[config.mk]
export PLATFORM = sky130hd
export DESIGN_NAME = frame_bram_writer
export DESIGN_NICKNAME = d
export VERILOG_FILES = /design/src/rtl/corr_pkg.sv /design/src/rtl/frame_bram_writer.sv
export SDC_FILE = /design/constraint.sdc
export NUM_CORES = 1
export LEC_CHECK = 0
export ABC_CLOCK_PERIOD_IN_PS = 4050
export BUFFER_PORTS_ARGS = -buffer_cell sky130_fd_sc_hd__buf_4
export CORE_ASPECT_RATIO = 1.5
export CORE_MARGIN = 2
export CORE_UTILIZATION = 45
export CTS_BUF_LIST = sky130_fd_sc_hd__clkbuf_4
export DETAILED_ROUTE_END_ITERATION = 8
export HOLD_SLACK_MARGIN = 0.1
export PLACE_DENSITY = 0.73
export SYNTH_ARGS = -nofsm -noshare
export SYNTH_HDL_FRONTEND = slang
export SYNTH_SLANG_ARGS = --single-unit
[constraint.sdc]
create_clock -name clk -period 4.05 [get_ports clk]
set_input_delay 0 -clock clk [delete_from_list [all_inputs] [get_ports clk]]
set_output_delay 0 -clock clk [all_outputs]
set_load 0.1 [all_outputs]
[src/rtl/corr_pkg.sv]
// ---------------------------------------------------------------------------
// corr_pkg
// Definitions shared by the correlation BRAM writer, the correlator core and
// the BRAM wrapper:
//   ROW_W      pixels per row, equal to the BRAM word width
//   ROWS       rows per frame, equal to the number of words per frame buffer
//   ADDR_W     BRAM address width: one buffer-select bit plus the row index
//   wr_state_t writer FSM states
// ---------------------------------------------------------------------------
package corr_pkg;

  localparam int ROW_W  = 128;
  localparam int ROWS   = 256;
  localparam int ADDR_W = 9;

  typedef enum logic [0:0] {
    WAIT_SOF = 1'b0,
    FILL     = 1'b1
  } wr_state_t;

endpackage : corr_pkg

[src/rtl/frame_bram_writer.sv]
// ---------------------------------------------------------------------------
// frame_bram_writer
// Packs a raster stream of 1-bit pixels into ROW_W-bit rows and writes each
// completed row into one half of the dual-frame correlation BRAM. The writer
// fills the buffer the correlator is not reading. When a frame completes, it
// publishes that buffer through frame_sel and moves to the other buffer.
//
// Ports:
//   clk        block clock
//   resetn     asynchronous active-low reset
//   pix_valid  pix_bit / pix_sof are valid this cycle
//   pix_bit    binarised pixel value
//   pix_sof    first pixel of a frame (qualified by pix_valid)
//   bram_addr  write address {buffer select, row}
//   bram_din   packed row; bit 0 is the leftmost pixel
//   bram_we    one-cycle write strobe per completed row
//   frame_sel  buffer holding the last complete frame
//   frame_done one-cycle pulse alongside the final write of a frame
//   sync_err   sticky flag: pix_sof seen mid-frame (cleared only by reset)
// ---------------------------------------------------------------------------
module frame_bram_writer #(
  parameter int ROW_W  = corr_pkg::ROW_W,
  parameter int ROWS   = corr_pkg::ROWS,
  parameter int ADDR_W = corr_pkg::ADDR_W
) (
  input  logic              clk,
  input  logic              resetn,
  input  logic              pix_valid,
  input  logic              pix_bit,
  input  logic              pix_sof,
  output logic [ADDR_W-1:0] bram_addr,
  output logic [ROW_W-1:0]  bram_din,
  output logic              bram_we,
  output logic              frame_sel,
  output logic              frame_done,
  output logic              sync_err
);

  import corr_pkg::*;

  localparam int X_W = (ROW_W > 1) ? $clog2(ROW_W) : 1;
  localparam int R_W = (ROWS > 1) ? $clog2(ROWS) : 1;
  localparam logic [X_W-1:0] X_LAST = X_W'(ROW_W - 1);
  localparam logic [R_W-1:0] R_LAST = R_W'(ROWS - 1);

  wr_state_t           state_q,      state_d;
  logic [X_W-1:0]      x_q,          x_d;
  logic [R_W-1:0]      row_q,        row_d;
  logic [ROW_W-1:0]    pack_q,       pack_d;
  logic                bram_we_q,    bram_we_d;
  logic [ADDR_W-1:0]   bram_addr_q,  bram_addr_d;
  logic [ROW_W-1:0]    bram_din_q,   bram_din_d;
  logic                frame_sel_q,  frame_sel_d;
  logic                frame_done_q, frame_done_d;
  logic                sync_err_q,   sync_err_d;

  // Position the accepted pixel lands on. This normally equals (x_q, row_q),
  // but a restarting pix_sof forces it to (0,0).
  logic                accept_s;
  logic [X_W-1:0]      x_acc_s;
  logic [R_W-1:0]      row_acc_s;
  logic [ROW_W-1:0]    row_word_s;

  // Next-state logic: pixel acceptance, packing, row writes and frame handover
  always_comb begin
    state_d      = state_q;
    x_d          = x_q;
    row_d        = row_q;
    pack_d       = pack_q;
    bram_we_d    = 1'b0;
    bram_addr_d  = bram_addr_q;
    bram_din_d   = bram_din_q;
    frame_sel_d  = frame_sel_q;
    frame_done_d = 1'b0;
    sync_err_d   = sync_err_q;
    accept_s     = 1'b0;
    x_acc_s      = x_q;
    row_acc_s    = row_q;

    case (state_q)
      WAIT_SOF: begin
        if (pix_valid && pix_sof) begin
          accept_s  = 1'b1;
          x_acc_s   = '0;
          row_acc_s = '0;
        end else begin
          accept_s  = 1'b0;
        end
      end
      FILL: begin
        if (pix_valid) begin
          accept_s = 1'b1;
          // SOF anywhere except (0,0) abandons the partial frame. The restart
          // stays in the same buffer, so frame_sel is untouched.
          if (pix_sof && ((x_q != X_W'(0)) || (row_q != R_W'(0)))) begin
            sync_err_d = 1'b1;
            x_acc_s    = '0;
            row_acc_s  = '0;
          end else begin
            x_acc_s    = x_q;
            row_acc_s  = row_q;
          end
        end else begin
          accept_s = 1'b0;
        end
      end
      default: begin
        state_d = WAIT_SOF;
      end
    endcase

    row_word_s          = pack_q;
    row_word_s[x_acc_s] = pix_bit;

    if (accept_s) begin
      pack_d = row_word_s;
      if (x_acc_s == X_LAST) begin
        // The completed row goes to bram_din. The packing register is then
        // free for the next row's first pixel in the following cycle.
        bram_we_d   = 1'b1;
        bram_din_d  = row_word_s;
        bram_addr_d = ADDR_W'({~frame_sel_q, row_acc_s});
        x_d         = '0;
        if (row_acc_s == R_LAST) begin
          frame_done_d = 1'b1;
          frame_sel_d  = ~frame_sel_q;
          row_d        = '0;
          state_d      = WAIT_SOF;
        end else begin
          row_d        = row_acc_s + R_W'(1);
          state_d      = FILL;
        end
      end else begin
        x_d     = x_acc_s + X_W'(1);
        row_d   = row_acc_s;
        state_d = FILL;
      end
    end else begin
      pack_d = pack_q;
    end
  end

  // State, counters, packing register and registered BRAM/status outputs
  always_ff @(posedge clk or negedge resetn) begin
    if (!resetn) begin
      state_q      <= WAIT_SOF;
      x_q          <= '0;
      row_q        <= '0;
      pack_q       <= '0;
      bram_we_q    <= 1'b0;
      bram_addr_q  <= '0;
      bram_din_q   <= '0;
      frame_sel_q  <= 1'b1;
      frame_done_q <= 1'b0;
      sync_err_q   <= 1'b0;
    end else begin
      state_q      <= state_d;
      x_q          <= x_d;
      row_q        <= row_d;
      pack_q       <= pack_d;
      bram_we_q    <= bram_we_d;
      bram_addr_q  <= bram_addr_d;
      bram_din_q   <= bram_din_d;
      frame_sel_q  <= frame_sel_d;
      frame_done_q <= frame_done_d;
      sync_err_q   <= sync_err_d;
    end
  end

  assign bram_we    = bram_we_q;
  assign bram_addr  = bram_addr_q;
  assign bram_din   = bram_din_q;
  assign frame_sel  = frame_sel_q;
  assign frame_done = frame_done_q;
  assign sync_err   = sync_err_q;

endmodule : frame_bram_writer
# After elaboration in Yosys (flattened, before gate mapping)
# Cells that the tools add are included.
# word_totals
word_cells,51
reg_bits,285
input_bits,5
output_inout_bits,141
# op_classes
n_bitwise,2
n_reduce_logical,9
addsub,2
order_cmp,2
n_eq_ne,2
mux,24
# op_table
op,n
128-bit bitwise mux,1
8-bit 2-to-1 mux,5
7-bit 2-to-1 mux,4
8-bit one-hot mux with 2 select lines,1
7-bit one-hot mux with 2 select lines,1
1-bit 2-to-1 mux,10
"8-bit by 1-bit adder with 8-bit output, second input constant",1
"8-bit == test, second input constant",1
"7-bit by 8-bit less-than comparator with 1-bit output, second input constant",1
8-bit nonzero test,1
"7-bit by 1-bit adder with 7-bit output, second input constant",1
1-bit demux with 7-bit select,1
"7-bit == test, second input constant",1
"7-bit by 1-bit >= comparator with 1-bit output, second input constant",1
7-bit nonzero test,1
3-bit AND reduction,2
1-bit logical AND,3
1-bit NOT,2
1-bit one-hot mux with 2 select lines,1
2-bit AND reduction,1
1-bit logical OR,1

# Logic depth before layout (Yosys ltp)
# Gate-level depths: netlist of run 1.
# depth
ltp_word,11
mapped_depth,16
ltp_nobuf,11

# Least setup slack after synthesis of run 1
# OpenSTA, ideal clock, no wires.
# synth_timing
path_type,register -> register
from,register x_q[6]
to,"register bram_addr_q[0], in the netlist bram_addr[0]"
path_slack_ps,1129
arrival_time_ps,2796
period_less_slack_ps,2921
setup_time_ps,125
path_buffers,4
stages_incl_launch_ff,15
required_ps,3925
path_cell_list,dfrtp_1 -> buf_4 -> nor4_2 -> nand4_1 -> o21ai_2 -> and2_1 -> ha_1 -> and3_1 -> buf_2 -> and3_1 -> buf_6 -> nand2_4 -> buf_6 -> inv_4 -> mux2_2
# synth_via
elab_chain_cells,8
word_cells_on_any_way,12
classes_between,eq/ne (1); mux (7); reduce/logical (4)
# synth_lines
item,line_no,source
"start, declared",frame_bram_writer.sv:47,"logic [X_W-1:0] x_q, x_d;"
"start signal, assigned",frame_bram_writer.sv:147,x_q <= '0;
"start signal, assigned",frame_bram_writer.sv:158,x_q <= x_d;
7-bit nonzero test,frame_bram_writer.sv:95,if (pix_sof && ((x_q != X_W'(0)) || (row_q != R_W'(0)))) begin
1-bit logical OR,frame_bram_writer.sv:95,
1-bit logical AND,frame_bram_writer.sv:95,
7-bit 2-to-1 mux,frame_bram_writer.sv:95,
7-bit 2-to-1 mux,frame_bram_writer.sv:91,if (pix_valid) begin
7-bit one-hot mux with 2 select lines,frame_bram_writer.sv:80,case (state_q)
7-bit == test,frame_bram_writer.sv:117,if (x_acc_s == X_LAST) begin
2-bit AND reduction (no source line),n/a,
"end signal, assigned",frame_bram_writer.sv:162,bram_addr_q <= bram_addr_d;
"end, declared",frame_bram_writer.sv:51,"logic [ADDR_W-1:0] bram_addr_q, bram_addr_d;"
# Parallel ways exist; a longest one is shown, timed or not.
# A chain may end at the register's enable or synchronous reset.

# Worst setup path after layout of run 1
# layout_timing
from,register x_q[3]
to,"register frame_sel_q, in the netlist frame_sel"
# layout_via
elab_chain_cells,8
word_cells_on_any_way,13
classes_between,eq/ne (2); mux (7); reduce/logical (4)
# layout_lines
item,line_no,source
7-bit nonzero test,frame_bram_writer.sv:95,
1-bit logical OR,frame_bram_writer.sv:95,
1-bit logical AND,frame_bram_writer.sv:95,
8-bit 2-to-1 mux or 7-bit 2-to-1 mux (tied branches),frame_bram_writer.sv:95,
8-bit 2-to-1 mux or 7-bit 2-to-1 mux (tied branches),frame_bram_writer.sv:91,
8-bit one-hot mux with 2 select lines or 7-bit one-hot mux with 2 select lines (tied branches),frame_bram_writer.sv:80,
8-bit == test or 7-bit == test (tied branches),"frame_bram_writer.sv:124, frame_bram_writer.sv:117",
3-bit AND reduction (no source line) (*),n/a,
"end signal, assigned",frame_bram_writer.sv:164,frame_sel_q <= frame_sel_d;
"end, declared",frame_bram_writer.sv:53,"logic frame_sel_q, frame_sel_d;"
# Every way passes the cells marked *; elsewhere a longest branch is shown, timed or not.

==> results.toml, run 1 <==
[routing]
firstDrtPassIters = 5
route.detailed.wl_per_inst_microns = 18.6
drcViolationCount = 0
vias_per_cell = 5.36
ant_nets = 0
wirelength_microns = 33100
drt_iter0_drc = 622
num_vias = 9533

[clock_network]
cts.path.max_buffers = 3
htreeDepth = 3
cts_tree = "done"
cts.clk_slew.worst_paths_ps = 70
clk_latency_ps = 720
cts_root_buf = "clkbuf_4"
cts_buffers = 68
clkSinkCount = 285
post_cts_buffers = 0

[power]
total_power_mw = 6.01
ir_drop_mv = 0.174
p_per_area_mw_per_mm2 = 406
leakagePower_nw = 6.91

[run]
max-cap-violations = 0

[synthesis]
netlist_area_sq_mm = 0.0127
synth_simple_gate_area_frac = 0.158
avgSynthCellArea_sq_um = 10.2
synthAdderAreaFrac = 0.00197
synth_edf_count = 0
async_flop_share = 1.00
synth_seq_cells = 285
synth_top_area_share = 0.558
syn-num-nets = 1254
synth_xor_xnor_area_share = 0.00206
synthFlopType = "dfrtp_1"
netlist_instances = 1247
synth_warnings = 0
synth.area.mux_share = 0.146
synth-compound-area-share = 0.0910
synth_top_area_cell = "dfrtp_1"
synth-seq-area-share = 0.560
netlist_top_cells_area = "dfrtp_1 (56%), mux2_2 (9.3%), nand2_1 (6.7%), nor2_1 (4.6%), o21ai_1 (4.0%)"
yosysUniqueCellTypes = 57
synth_top_family_by_area = "simple AND/OR/NAND/NOR gates"

[setup_path]
rr_startpoint = "x_q[3]$_DFFE_PN0P_"
cp_max_fo = 83
rrSetupSlack_ps = 580
endpoint_kind = "flip-flop"
cpMostUsedCell = "and3_1"
max_stage_delay_ps = 550
cp_slowest_cell = "dfrtp_1"
cp_top_family = "simple AND/OR/NAND/NOR gates"
path_cells = "nor4_2 -> nand4_1 -> o21ai_2 -> and2_1 -> ha_1 -> and3_1 -> and3_1 -> nand2_8 -> buf_4 -> nor2_2 -> xor2_1"
setup.worst_path.start_class = "flip-flop"
worstPathRequired_ps = 4670
ff2ff_path_depth = 11
crit_arrival_ps = 4100
r2r_end = "frame_sel$_DFFE_PN1P_"
path_class = "flip-flop to flip-flop"
path_buf_inv = 1

[timing]
final-setup-viol-count = 0
tightest_slew_ps = 1220
setup_slack_ps = 578
grt_setup_unrepaired = "false"
period_share = 0.857
period_needed_ps = 3470
timing.setup.tns_ps = 0
skew_ps = 38.8
max_freq_mhz = 288
hold_viol = 0
slew_headroom = 0.183
slew_violations = 0

[layout]
final_common_cell = "dfrtp_1"
layout-drive-gt1-share = 0.268
final_util = 0.531
num-nets-final = 1394
synthToLayoutAreaGrowth_pct = 16.2
final_cell_area_sq_mm = 0.0148
final_cell_mix = "dfrtp_1 (284), nand2_1 (228), nor2_1 (155)"

[worst_hold_path]
hold_depth = 2
hp-start = "pack_q[2]$_DFFE_PN0P_"
hold_class = "flip-flop to flip-flop"
min_to = "bram_din[2]$_DFFE_PN0P_"

[grt]
use_met1 = 0.276
grt_usage = 0.224
grt_pass1_vias = 9585
grt_most_used_layer = "met2"
globalRouteMet3Util = 0.0450
grt_overflow = 0
grt_pass1_wl_microns = 51600
antenna_found_initial = 1
grt_max_degree = 167
met2_usage = 0.375

[place]
dp_slack_ps = 643
dp.final_hpwl_microns = 21300
io_buffers = 145
routabilityCongestion = 0.896
place_area_sq_mm = 0.0139

[outcome]
status = "complete, no violations"

[floorplan]
die_h_microns = 210
fp-row-count = 75
core_sq_mm = 0.0279
die_width_microns = 141
ios = 146
start_util = 0.457
die_area_sq_mm = 0.0297
==> worst max-delay path by stage <==
stage	startpoint	end	slack, ps	cells past startpoint
3_3_place_gp	x_q[3]$_DFFE_PN0P_	frame_sel$_DFFE_PN1P_	710	11
6_report	x_q[3]$_DFFE_PN0P_	frame_sel$_DFFE_PN1P_	580	11
2_1_floorplan	x_q[6]$_DFFE_PN0P_	bram_addr[0]$_DFFE_PN0P_	1130	14
3_5_place_dp	x_q[3]$_DFFE_PN0P_	frame_sel$_DFFE_PN1P_	640	11
4_1_cts	x_q[3]$_DFFE_PN0P_	frame_sel$_DFFE_PN1P_	590	11
5_1_grt	x_q[3]$_DFFE_PN0P_	frame_sel$_DFFE_PN1P_	310	11
==> report_power, final <==
| group | total (mW) | switching (mW) | internal (mW) | leakage, nW |
|---|---|---|---|---|
| clock network | 2.37 | 1.13 | 1.25 | 0.516 |
| registers | 3.00 | 0.0764 | 2.93 | 3.95 |
| logic | 0.632 | 0.478 | 0.153 | 2.44 |
| total | 6.01 | 1.68 | 4.33 | 6.91 |
==> cell families (layout without fill, tap and decap cells) <==
group | Yosys count | after routing
other cells | 0 | 2
xor+xnor | 3 | 3
compound gates | 219 | 219
buf+inv | 92 | 277
flops | 285 | 285
mux | 170 | 170
fa+ha+maj | 2 | 2
simple gates | 476 | 476
==> stage by stage <==
step	cells	hold WS, ps
floorplan	1247	-296
global route	1779	497
global placement	1657	189
finish	1780	456
CTS	1778	451
detailed placement	1657	197
==> registers in the layout, summed over array words and instances (netlist names) <==
name,count
bram_din,128
frame_done,1
x_q,7
state_q,1
bram_we,1
frame_sel,1
row_q,8
pack_q,128
bram_addr,9
sync_err,1
==> metal layers <==
metal | wire (microns) | share of wire
met5 | 0 | 0
met4 | 1390 | 0.042
met3 | 1730 | 0.052
met2 | 16700 | 0.51
met1 | 13200 | 0.40
==> final cells by class <==
type / instances / area [sq um]
diodes: 2 / 5.00
clock buffers: 99 / 743
clock inverters: 16 / 114
fillers: 2503 / 13100
inverters: 2 / 10.0
multi-input cells: 870 / 5090
flip-flops and latches: 285 / 7130
well taps: 346 / 433
repair buffers: 160 / 1260
==> cells in the mapped netlist, drive strengths merged, types with 2 or more instances <==
library cell / number
mux2i: 42
nand2b: 4
mux2: 128
buf: 47
ha: 2
nor4: 4
nand2: 231
or2: 3
and3: 4
inv: 2
nand3b: 2
a21oi: 10
clkbuf: 43
a41oi: 2
and2: 9
nand3: 33
nand4: 6
nor3: 9
xor2: 2
nor2: 159
o31ai: 2
nor2b: 6
o21ai: 195
nor3b: 2
dfrtp: 284
==> what timing repair did <==
action	4_1_cts	5_1_grt
hold buffers	6	0
resized for setup	0	0
endpoints found under the hold margin	222	0
==> worst min-delay path, cell delays in order, from the launching register on <==
cell	delay, ps
dfrtp_1	340
nand2_1	50
nand2_1	50
Note: power is estimated with default switching activity, not from simulation.
==> run 2: changes to the inputs <==
Settings changed: CORE_MARGIN 2 to 3.
==> results.toml, run 2 (synthesized netlist as in run 1, its figures left out) <==
[timing]
whs_ps = 418
period_needed_ps = 3540
final-setup-viol-count = 0
tightest_slew_ps = 953
slew_headroom = 0.365
hold_viol = 0
slew_violations = 0
grt_setup_unrepaired = "false"
max_freq_mhz = 282
timing.setup.tns_ps = 0
skew_ps = 35.3
period_share = 0.875

[setup_path]
worstPathRequired_ps = 4610
cp_slowest_cell = "dfrtp_1"
endpoint_kind = "flip-flop"
setup.worst_path.start_class = "flip-flop"
max_stage_delay_ps = 560
crit_arrival_ps = 4100
cp_top_family = "simple AND/OR/NAND/NOR gates"
rrSetupSlack_ps = 510
cpMostUsedCell = "and3_1"
path_buf_inv = 1
cp_max_fo = 124
ff2ff_path_depth = 11
r2r_end = "bram_din[51]$_DFFE_PN0P_"
path_cells = "nor4_2 -> nand4_1 -> o21ai_2 -> and2_1 -> ha_1 -> and3_1 -> and3_1 -> nand2_8 -> buf_12 -> nand2_1 -> o21ai_1"
path_class = "flip-flop to flip-flop"
rr_startpoint = "x_q[3]$_DFFE_PN0P_"

[clock_network]
cts_root_buf = "clkbuf_4"
cts_buffers = 69
cts.clk_slew.worst_paths_ps = 80
cts_tree = "done"
clkSinkCount = 285
cts_resized = 0
htreeDepth = 3
clk_latency_ps = 710
post_cts_buffers = 0
cts.path.max_buffers = 3

[routing]
drt_iter0_drc = 671
num_vias = 9604
route.detailed.wl_per_inst_microns = 18.6
drcViolationCount = 0
wirelength_microns = 33300
firstDrtPassIters = 5
ant_nets = 0
vias_per_cell = 5.38

[power]
leakagePower_nw = 6.92
switching_share = 0.288
ir_drop_mv = 0.178
p_per_area_mw_per_mm2 = 397
total_power_mw = 5.88
combPwrFrac = 0.105
p_seq_frac = 0.515
p_int_mw = 4.18
p_switching_mw = 1.69
p_clk_frac = 0.380

[floorplan]
fp-row-count = 74
start_util = 0.461
die_h_microns = 212
ios = 146
core_sq_mm = 0.0276
die_area_sq_mm = 0.0304
die_width_microns = 143

[grt]
grt_overflow = 0
grt_usage = 0.221
antenna_found_initial = 1
grt_max_degree = 125
grt_pass1_wl_microns = 52100
grt_pass1_vias = 9606

[run]
max-cap-violations = 0

[worst_hold_path]
min_to = "pack_q[0]$_DFFE_PN0P_"
hold_class = "input port to flip-flop"
hold_depth = 4
hp-start = "pix_bit"

[layout]
final_common_cell = "dfrtp_1"
layout-drive-gt1-share = 0.267
synthToLayoutAreaGrowth_pct = 16.2
final_cell_mix = "dfrtp_1 (284), nand2_1 (228), nor2_1 (155)"
final_cell_area_sq_mm = 0.0148
num-nets-final = 1400

[place]
routabilityCongestion = 0.864
dp.final_hpwl_microns = 21600
place_area_sq_mm = 0.0139
io_buffers = 145

[outcome]
status = "complete, no violations"
==> run 2: changes by cell type in the layout (fill, tap and decap cells not counted), sizes merged <==
cell and change:
diode -1, bufinv -2, clkinv +9, buf +4, clkbuf -3, dlygate4sd3 +1
inv +2
==> run 2: power by group through the flow <==
stage | Sequential (mW) | Combinational (mW) | Clock (mW)
after floorplan | 3.01 | 0.386 | 0
after global placement | 3.07 | 0.594 | 0
after detailed placement | 3.08 | 0.605 | 0
after CTS | 3.02 | 0.614 | 2.30
after global routing | 3.04 | 0.659 | 2.45
final | 3.03 | 0.617 | 2.23
==> run 2: through the flow <==
stage          setup slack [ps]  utilization  instances
2_1_floorplan              1130            -       1247
3_3_place_gp                733        0.504       1657
3_5_place_dp                651        0.504       1657
4_1_cts                     620        0.536       1785
5_1_grt                     287        0.536       1786
6_report                    507        0.536       1786
==> run 2: how the worst max path moves through the flow <==
| stage | startpoint | to | slack [ps] | cells past startpoint |
|---|---|---|---|---|
| 2_1_floorplan | x_q[6]$_DFFE_PN0P_ | bram_addr[0]$_DFFE_PN0P_ | 1130 | 14 |
| 3_3_place_gp | x_q[3]$_DFFE_PN0P_ | bram_din[31]$_DFFE_PN0P_ | 730 | 11 |
| 3_5_place_dp | x_q[3]$_DFFE_PN0P_ | bram_din[59]$_DFFE_PN0P_ | 650 | 11 |
| 4_1_cts | x_q[3]$_DFFE_PN0P_ | bram_din[59]$_DFFE_PN0P_ | 620 | 11 |
| 5_1_grt | x_q[3]$_DFFE_PN0P_ | bram_din[31]$_DFFE_PN0P_ | 290 | 11 |
| 6_report | x_q[3]$_DFFE_PN0P_ | bram_din[51]$_DFFE_PN0P_ | 510 | 11 |
==> run 2: layout make-up <==
cell class                      count  area (sq um)
Multi-Input combinational cell    870          5090
Antenna cell                        1          2.50
Clock inverter                     25          96.3
Sequential cell                   285          7130
Clock buffer                       96           721
Timing Repair Buffer              165          1310
Tap cell                          342           428
Inverter                            2          10.0
Fill cell                        2485         12800
==> run 2: metal layers <==
metal | vias up | share of wire | wire length (microns) | global-route usage
li1 | 4539 | - | - | -
met1 | 4727 | 0.40 | 13400 | 0.279
met2 | 275 | 0.52 | 17200 | 0.375
met3 | 63 | 0.052 | 1720 | 0.0410
met4 | 0 | 0.029 | 977 | 0.0906
met5 | - | 0 | 0 | 0
==> run 2: worst reg2reg max path, stage by stage (launching register included) <==
cell,delay [ps]
dfrtp_1,560
nor4_2,440
nand4_1,220
o21ai_2,180
and2_1,170
ha_1,240
and3_1,290
and3_1,430
nand2_8,210
buf_12,290
nand2_1,290
o21ai_1,80
==> run 2: timing repair <==
item,4_1_cts,5_1_grt
endpoints found under the hold margin,298,0
hold buffers,7,0
endpoints found under the setup margin,0,0
